### src/rtl/prog_loader_pkg.sv
// Shared definitions for the program loader.
// Contents:
//   LEN_WORD          width of the length word and of each instruction word
//   DEFAULT_ACK_BYTE  reply byte for a successful (or empty) load
//   DEFAULT_NAK_BYTE  reply byte for a rejected length
//   state_t           one-hot loader states (5 bits)
//   max_words()       largest program size accepted for a given address width
package prog_loader_pkg;

  localparam int LEN_WORD = 32;

  localparam logic [7:0] DEFAULT_ACK_BYTE = 8'hAA;
  localparam logic [7:0] DEFAULT_NAK_BYTE = 8'h55;

  typedef enum logic [4:0] {
    S_IDLE = 5'b00001,
    S_LEN  = 5'b00010,
    S_DATA = 5'b00100,
    S_ACK  = 5'b01000,
    S_DONE = 5'b10000
  } state_t;

  // A program may fill the whole instruction memory, i.e. 2^addr_w words.
  function automatic logic [LEN_WORD-1:0] max_words(input int addr_w);
    return 32'd1 << addr_w;
  endfunction

endpackage

### src/rtl/prog_loader_byte_packer.sv
// byte_packer: assembles a big-endian 32-bit word from a stream of bytes.
// Ports:
//   clk, rstn    clock and asynchronous active-low reset
//   clear        synchronous restart of the byte counter and shift register
//   byte_in      incoming byte
//   byte_valid   byte_in is valid this cycle
//   word_out     assembled word; first byte of the group in [31:24]
//   word_valid   one-cycle pulse alongside the 4th byte of each group
module byte_packer
  import prog_loader_pkg::*;
(
  input  logic                clk,
  input  logic                rstn,
  input  logic                clear,
  input  logic [7:0]          byte_in,
  input  logic                byte_valid,
  output logic [LEN_WORD-1:0] word_out,
  output logic                word_valid
);

  logic [1:0]  byte_cnt;
  logic [23:0] shift_q;

  // Only the first three bytes need storage; the 4th is taken straight from
  // byte_in so the word is available in the same cycle it completes.
  always_ff @(posedge clk or negedge rstn) begin
    if (!rstn) begin
      byte_cnt <= 2'd0;
      shift_q  <= 24'd0;
    end else if (clear) begin
      byte_cnt <= 2'd0;
      shift_q  <= 24'd0;
    end else if (byte_valid) begin
      byte_cnt <= byte_cnt + 2'd1;
      shift_q  <= {shift_q[15:0], byte_in};
    end
  end

  assign word_out   = {shift_q, byte_in};
  assign word_valid = byte_valid && (byte_cnt == 2'd3) && !clear;

endmodule

### src/rtl/prog_loader.sv
// prog_loader: turns a UART byte stream (32-bit word count followed by that
// many 32-bit words, all big-endian) into instruction-memory writes, then
// replies with a single ack or nak byte.
// Ports:
//   clk, rstn                      clock, asynchronous active-low reset
//   start                          one-cycle pulse that begins a load
//   rx_data, rx_valid              received byte stream
//   imem_we, imem_addr, imem_wdata instruction-memory write port
//   tx_data, tx_write, tx_accepted reply byte handshake with the transmitter
//   busy                           load in progress (LEN through ACK)
//   done                           sticky, load finished and reply sent
//   err                            sticky, length rejected
//   words_loaded                   number of words written so far
module prog_loader
  import prog_loader_pkg::*;
#(
  parameter int         ADDR_W   = 15,
  parameter logic [7:0] ACK_BYTE = DEFAULT_ACK_BYTE,
  parameter logic [7:0] NAK_BYTE = DEFAULT_NAK_BYTE
) (
  input  logic                clk,
  input  logic                rstn,
  input  logic                start,
  input  logic [7:0]          rx_data,
  input  logic                rx_valid,
  output logic                imem_we,
  output logic [ADDR_W-1:0]   imem_addr,
  output logic [LEN_WORD-1:0] imem_wdata,
  output logic [7:0]          tx_data,
  output logic                tx_write,
  input  logic                tx_accepted,
  output logic                busy,
  output logic                done,
  output logic                err,
  output logic [ADDR_W:0]     words_loaded
);

  localparam logic [LEN_WORD-1:0] MAX_LEN = max_words(ADDR_W);

  state_t              state;
  logic [LEN_WORD-1:0] len;
  logic                start_ok;
  logic                byte_ok;
  logic [LEN_WORD-1:0] word;
  logic                word_valid;
  logic [ADDR_W:0]     next_loaded;

  // start is honoured only when no load is running; bytes only while the
  // length or data words are expected.
  assign start_ok    = start && ((state == S_IDLE) || (state == S_DONE));
  assign byte_ok     = rx_valid && ((state == S_LEN) || (state == S_DATA));
  assign next_loaded = words_loaded + (ADDR_W + 1)'(1);

  byte_packer u_packer (
    .clk        (clk),
    .rstn       (rstn),
    .clear      (start_ok),
    .byte_in    (rx_data),
    .byte_valid (byte_ok),
    .word_out   (word),
    .word_valid (word_valid)
  );

  // Main sequencer. The data path enters ACK with tx_write still low so the
  // request rises one cycle after the last write pulse; the length path sets
  // tx_write directly since nothing else happens in that cycle.
  always_ff @(posedge clk or negedge rstn) begin
    if (!rstn) begin
      state        <= S_IDLE;
      len          <= '0;
      imem_we      <= 1'b0;
      imem_addr    <= '0;
      imem_wdata   <= '0;
      tx_data      <= 8'd0;
      tx_write     <= 1'b0;
      busy         <= 1'b0;
      done         <= 1'b0;
      err          <= 1'b0;
      words_loaded <= '0;
    end else begin
      imem_we <= 1'b0;
      case (state)
        S_IDLE, S_DONE: begin
          if (start) begin
            state        <= S_LEN;
            busy         <= 1'b1;
            done         <= 1'b0;
            err          <= 1'b0;
            words_loaded <= '0;
          end
        end
        S_LEN: begin
          if (word_valid) begin
            len <= word;
            if (word == '0) begin
              state    <= S_ACK;
              tx_data  <= ACK_BYTE;
              tx_write <= 1'b1;
            end else if (word > MAX_LEN) begin
              state    <= S_ACK;
              tx_data  <= NAK_BYTE;
              tx_write <= 1'b1;
              err      <= 1'b1;
            end else begin
              state <= S_DATA;
            end
          end
        end
        S_DATA: begin
          if (word_valid) begin
            imem_we      <= 1'b1;
            imem_addr    <= words_loaded[ADDR_W-1:0];
            imem_wdata   <= word;
            words_loaded <= next_loaded;
            if (LEN_WORD'(next_loaded) == len) begin
              state   <= S_ACK;
              tx_data <= ACK_BYTE;
            end
          end
        end
        S_ACK: begin
          if (tx_write) begin
            if (tx_accepted) begin
              tx_write <= 1'b0;
              state    <= S_DONE;
              busy     <= 1'b0;
              done     <= 1'b1;
            end
          end else begin
            tx_write <= 1'b1;
          end
        end
        default: begin
          state    <= S_IDLE;
          busy     <= 1'b0;
          tx_write <= 1'b0;
        end
      endcase
    end
  end

endmodule

### config.mk
export PLATFORM = sky130hd
export DESIGN_NAME = prog_loader
export DESIGN_NICKNAME = d
export VERILOG_FILES = /design/src/rtl/prog_loader_pkg.sv /design/src/rtl/prog_loader_byte_packer.sv /design/src/rtl/prog_loader.sv
export SDC_FILE = /design/constraint.sdc
export NUM_CORES = 1
export LEC_CHECK = 0
export BUFFER_PORTS_ARGS = -buffer_cell sky130_fd_sc_hd__buf_2
export CAP_MARGIN = 0
export CORE_ASPECT_RATIO = 1.5
export CORE_MARGIN = 2
export CORE_UTILIZATION = 25
export CTS_CLUSTER_DIAMETER = 50
export DETAILED_ROUTE_END_ITERATION = 8
export GPL_TIMING_DRIVEN = 0
export PLACE_DENSITY = 0.38
export SYNTH_ARGS = -nofsm -noshare
export SYNTH_HDL_FRONTEND = slang
export SYNTH_SLANG_ARGS = --single-unit
### constraint.sdc
create_clock -name clk -period 5 [get_ports clk]
set_input_delay 0.5 -clock clk [delete_from_list [all_inputs] [get_ports clk]]
set_output_delay 0.5 -clock clk [all_outputs]
set_load 0.02 [all_outputs]
==> impl_results.md, run 1 <==
- Die area: ~0.025 mm^2
- # resized after CTS: 0
- Largest net degree at the start of global routing: 95
- Worst Max-Slew Pin Slew: 0.746 ns
- CTS sink count: 133
- Hold depth: 3
- Post-synthesis sequential area ratio: 57.2%
- Cell row count: 68
- Detailed Routing Iterations Pass 1: 4
- Critical path arrival: between 3 and 4 ns
- Finish-stage setup viols: 0
- Syn nets: 581
- Fin cells: 968
- Fin nets: 690
- Ys async rst share: 100%
- Starting density of the core: between 20% and 30%
- Vias in the first global route: roughly 4,600
- N_diodes: 0
- Worst EP required: 5.31 ns
- Layout cells sized above 1: 25.3%
- Mean Syn Cell Area: 10.3 um^2
- R2R Setup Slk: 2.13 ns
- Htree depth: 4
- Unrepaired setup endpoints after global routing: false
- CTS buffer count: 17
- Main synth FF type: dfrtp_1
- Post-CTS setup repair buffer count: 0
- Placed cells: about 940
- Root Buffer: clkbuf_16
- Max-slew violation count: 0
- PortBufs: between 80 and 90
- LEAKAGE: 3.77 nW
- Hold Crit Class: in2reg
- CTS tree: yes
- WL/cell: 17.6 um
- Hold path start: tx_accepted
- Setup Skew: 0.00796 ns
- Peak supply drop: about 0.00023 V
- Core Box Area: 0.0230 mm^2
- Synthesized instance count: 566
- Critical path type: reg2reg
- Unique cell type count in the Yosys netlist: 49
- Initial antenna violation count: 0
- DRT Wirelength: between 15,000 and 20,000 um
- Max Fclk: ~350 MHz
- Layout overhead on the synthesized area: 24.0%
- Final number of hold-violating endpoints: 0
- Critical R2R Launch: words_loaded[6]
- Starting DRC count in detailed routing: around 330
- Final period util: 57.5%
- Routed vias: roughly 4,500
- Cts hold-fix bufs: 1
- Setup crit start kind: flop
- FF-to-FF path depth: 7
- Max Cap Violations: 0
- Reg clk slew, reported paths: 0.06 ns
- Post-DRT Antenna Nets: 0
- Hold EP: done
- Ys Warns: 0
- Relative slew slack: 49.6%
- First-pass GRT wire length: 26,700 um
- Synthesized flop and latch total: 133
- Die Ht: 191 um
- Routed vias/inst: between 4 and 5
- Commonest non-fill, non-tap cells in the layout: nand2_1 (164), dfrtp_1 (132), buf_2 (92)
- Post-Syn Area: 0.00582 mm^2
- Die width: 129 um
- I/O Pins: between 80 and 90
- Outcome: complete, no violations
- Min Clock Period, post-route: 2.87 ns
- Residual DRC: 0
- Commonest non-fill, non-tap cell in the layout: nand2_1
- Power density cells: 421 mW/mm^2
- Kind of end point of the critical path: flop
- Hpwl dp: 12,600 um
- Setup TNS: 0 ns
- CTS Buffer Depth: 2
- GRT overflow: 0
- Clk Latency, worst-skew pair: approximately 0.42 ns
- Worst flop-to-flop path endpoint: tx_data[6]
- Crit-path max FO: 8
- GRT Overall Usage: between 10 and 15%
- Global placement routability congestion: 0.838
- EDFF count, synth: 0
==> per-stage QoR <==
step           util, %  cell area [um^2]  total power [mW]  setup slack [ns]  hold WS, ns
2_1_floorplan        -              5820              1.63              2.27        0.204
3_3_place_gp      28.8              6610              1.85              1.52        0.454
3_5_place_dp      28.9              6640              1.87              2.13        0.442
4_1_cts           31.4              7210              3.08              2.10        0.310
5_1_grt           31.4              7210              3.19              1.96        0.360
6_report          31.4              7210              3.03              2.13        0.327
==> layout make-up <==
| class | instances | area (um^2) |
|---|---|---|
| Buffer | 38 | 171 |
| Clock buffer | 20 | 457 |
| Clock inverter | 12 | 105 |
| Fill cell | 2421 | 15800 |
| Inverter | 5 | 18.8 |
| Multi-Input combinational cell | 390 | 2300 |
| Sequential cell | 133 | 3330 |
| Tap cell | 280 | 350 |
| Timing Repair Buffer | 90 | 484 |
==> Yosys cell counts, types with 2 or more instances <==
master | number | share of area (%)
a21oi_1 | 10 | 0.86
a22o_1 | 26 | 3.9
a31oi_1 | 2 | 0.22
and2_1 | 2 | 0.22
and3_1 | 2 | 0.22
buf_2 | 5 | 0.43
buf_4 | 6 | 0.77
clkbuf_1 | 26 | 1.7
dfrtp_1 | 132 | 57
ha_1 | 2 | 0.43
inv_1 | 4 | 0.26
mux2_2 | 34 | 6.6
nand2_1 | 164 | 11
nand3_1 | 11 | 0.95
nand4_1 | 7 | 0.75
nor2_1 | 19 | 1.2
nor2b_1 | 3 | 0.32
nor3_1 | 7 | 0.60
nor4_1 | 15 | 1.6
o211ai_1 | 2 | 0.26
o21a_1 | 2 | 0.26
o21ai_0 | 25 | 2.2
o31ai_1 | 4 | 0.52
or2_2 | 3 | 0.32
or3_1 | 3 | 0.32
or4_1 | 2 | 0.26
xnor2_1 | 15 | 2.3
xor2_1 | 12 | 1.8
==> how the worst max path moves through the flow <==
stage | slack, ns | end | startpoint
after floorplan | 2.27 | tx_data[6] | words_loaded[5]
after global placement | 1.52 | imem_wdata[28] | rstn
after detailed placement | 2.13 | tx_data[6] | words_loaded[4]
after CTS | 2.10 | tx_data[6] | words_loaded[4]
after global routing | 1.96 | words_loaded[12] | state[3]
final | 2.13 | tx_data[6] | words_loaded[6]
==> report_power, final <==
part	switching [mW]	internal (mW)
clock	0.484	0.708
combinational	0.333	0.216
sequential	0.124	1.17
==> critical path: stages (launching register included) <==
cell and delay (ns):
dfrtp_1 0.52, nand4_2 0.21, or4_1 0.52, buf_2 0.18, and2_4 0.16, o41a_1 0.40
a2111o_1 0.52, a31o_1 0.25
==> metal layers <==
layer | share of wire (%) | global-route usage (%) | up-vias | routed length (um)
li1 | - | - | 2159 | -
met1 | 40 | 16.1 | 2220 | 6800
met2 | 55 | 26.8 | 87 | 9330
met3 | 3.0 | 2.89 | 23 | 507
met4 | 2.3 | 6.19 | 0 | 397
met5 | 0 | 0 | - | 0
==> sequential cells by signal (all words and copies together), names as in the netlist <==
register,flops
tx_data,2
state,5
busy,1
done,1
u_packer.shift_q,24
imem_addr,15
u_packer.byte_cnt,2
tx_write,1
words_loaded,16
err,1
imem_wdata,32
len,32
imem_we,1
==> cell families (layout without fill, tap and decap cells) <==
logic type | after synthesis | after routing | share of synthesized area, %
adders and majority gates | 2 | 2 | 0.430
DFF | 133 | 133 | 57.2
buffers and inverters | 43 | 165 | 3.27
and+or+nand+nor | 243 | 243 | 18.2
AOI/OAI and AO/OA | 83 | 83 | 10.1
xor gates and xnor gates | 27 | 27 | 4.07
muxes | 35 | 35 | 6.75
No activity file was read; power rests on OpenSTA's default activity.
==> run 2, diff against run 1 <==
- clock period: 5 -> 2.9 ns (I/O delays scaled with it)
==> impl_results.md, run 2 (synthesis gave the netlist of run 1 again) <==
- Root Buffer: clkbuf_16
- Layout cells sized above 1: 25.9%
- CP peak stage delay: 0.52 ns
- Outcome: complete, no violations
- Relative slew slack: about half
- Vias in the first global route: 4,644
- Crit-path max FO: 7
- Final period util: 96.4%
- Max-slew violation count: 0
- Residual DRC: 0
- Cell family with most CP delay: compound AO/OA/AOI/OAI gates
- Final number of hold-violating endpoints: 0
- I/O Pins: 89
- Routed vias/inst: 4.64
- GRT overflow: 0
- Layout overhead on the synthesized area: 24.2%
- Critical path type: reg2reg
- Reg clk slew, reported paths: 0.06 ns
- Initial antenna violation count: 0
- R2R Setup Slk: roughly 0.10 ns
- Starting density of the core: between 20% and 30%
- Peak supply drop: between 0.0003 and 0.0004 V
- Kind of end point of the critical path: flop
- Clk Latency, worst-skew pair: 0.42 ns
- Routed vias: 4,485
- CTS sink count: ~130
- Post-DRT Antenna Nets: 0
- DRT Wirelength: 17,000 um
- Max Cap Violations: 0
- Die Ht: 191 um
- Slowest CP cell: or4_4
- CTS tree: yes
- Worst Max-Slew Pin Slew: 0.737 ns
- Detailed Routing Iterations Pass 1: 4
- Critical path, cell by cell: clkbuf_4 > nand4_2 > or4_4 > buf_2 > and2_4 > o41a_1 > a2111o_1 > a31o_1
- First-pass GRT wire length: 26,700 um
- Commonest non-fill, non-tap cells in the layout: nand2_1 (164), dfrtp_1 (131), buf_2 (91)
- N_diodes: 0
- Setup Skew: 0.00843 ns
- Post-CTS setup repair buffer count: 0
- Setup crit start kind: flop
- Worst path bufs/invs: 2
- Setup TNS: 0 ns
- Finish-stage setup viols: 0
- PortBufs: 88
- Cell row count: 68
- CTS buffer count: 17
- LEAKAGE: 3.77 nW
- Largest registers: imem_wdata (32), len (32), u_packer.shift_q (24)
- WL/cell: 17.6 um
- Max Fclk: about 360 MHz
- Fin nets: 689
- Hold Crit Class: in2reg
- Die width: 129 um
- GRT Overall Usage: between 10% and 20%
- Register area: 0.00333 mm^2
- Fillers: 2,420
- Starting DRC count in detailed routing: about 330
- Power density cells: 724 mW/mm^2
- Largest net degree at the start of global routing: 95
- Min Clock Period, post-route: roughly 2.8 ns
- Core Box Area: between 0.02 and 0.025 mm^2
- Die area: 0.0245 mm^2
- Worst EP required: 3.21 ns
- CTS Buffer Depth: 2
- Htree depth: 4
- Critical path arrival: 3.11 ns
- Area of the multi-input gates: 0.00231 mm^2
- Commonest non-fill, non-tap cell in the layout: nand2_1
- Hpwl dp: roughly 13,000 um
- Total Power: 5.23 mW
- Global placement routability congestion: 0.838
[run 2: changes by cell type in the layout (fill, tap and decap cells not counted)]
cell / previous run / this run
dfrtp_1: 132 / 131
or4_4: 0 / 1
nand3_2: 0 / 1
clkbuf_1: 27 / 25
clkbuf_2: 0 / 1
buf_2: 92 / 91
or4_1: 2 / 1
dfrtp_2: 0 / 1
nand3_1: 11 / 10
clkbuf_4: 0 / 1
[run 2: worst reg2reg max path, delay by kind of cell, from the launching register on]
kind	cells	cell delay, ns
and+or+nand+nor	3	0.86
AOI/OAI and AO/OA	3	1.12
buffers and inverters	2	0.37
DFF	1	0.34
[run 2: routing by layer]
metal | share of wire, % | track usage, % | vias up | wire, um
met4 | 2.3 | 6.19 | 0 | 398
li1 | - | - | 2159 | -
met1 | 40 | 16.1 | 2216 | 6780
met5 | 0 | 0 | - | 0
met3 | 3.2 | 2.89 | 23 | 537
met2 | 55 | 26.8 | 87 | 9310
[run 2: timing repair]
action,4_1_cts,5_1_grt
hold buffers,1,0
setup endpoints to repair,0,9
endpoints found under the hold margin,38,0
gates resized for setup,0,6
[run 2: cell type report]
cell class	instances	area share [%]
flip-flops and latches	133	46.1
multi-input cells	390	31.9
repair buffers	90	6.70
clock buffers	20	6.32
well taps	280	4.85
plain buffers	37	2.37
clock inverters	12	1.46
inverters	5	0.260
[run 2: through the flow]
stage | worst slack [ns] | instances | hold slack (ns) | instance area, um^2 | utilization [%]
6_report | 0.104 | 967 | 0.117 | 7220 | 31.4
5_1_grt | -0.00209 | 967 | 0.150 | 7220 | 31.4
4_1_cts | 0.000483 | 968 | 0.0999 | 7210 | 31.4
3_5_place_dp | 0.0271 | 935 | 0.232 | 6640 | 28.9
3_3_place_gp | -0.366 | 934 | 0.454 | 6610 | 28.8
2_1_floorplan | 0.169 | 566 | -0.00559 | 5820 | -
[run 2: final timing paths]
kind	start	to	cells past startpoint
worst max-delay path	words_loaded[5]	tx_data[6]	8
worst min-delay path	tx_accepted	done	3
worst max register to register	words_loaded[5]	tx_data[6]	8
worst min register to register	imem_addr[0]	imem_addr[0]	2
max in group asynchronous	rstn	len[25]	3
min in group asynchronous	rstn	done	2
[run 2: report_power, final]
part           internal, mW  switching [mW]  leakage (nW)
Clock                  1.22           0.832         0.276
Combinational         0.371           0.574          1.66
Sequential             2.02           0.212          1.84
Total                  3.61            1.62          3.77
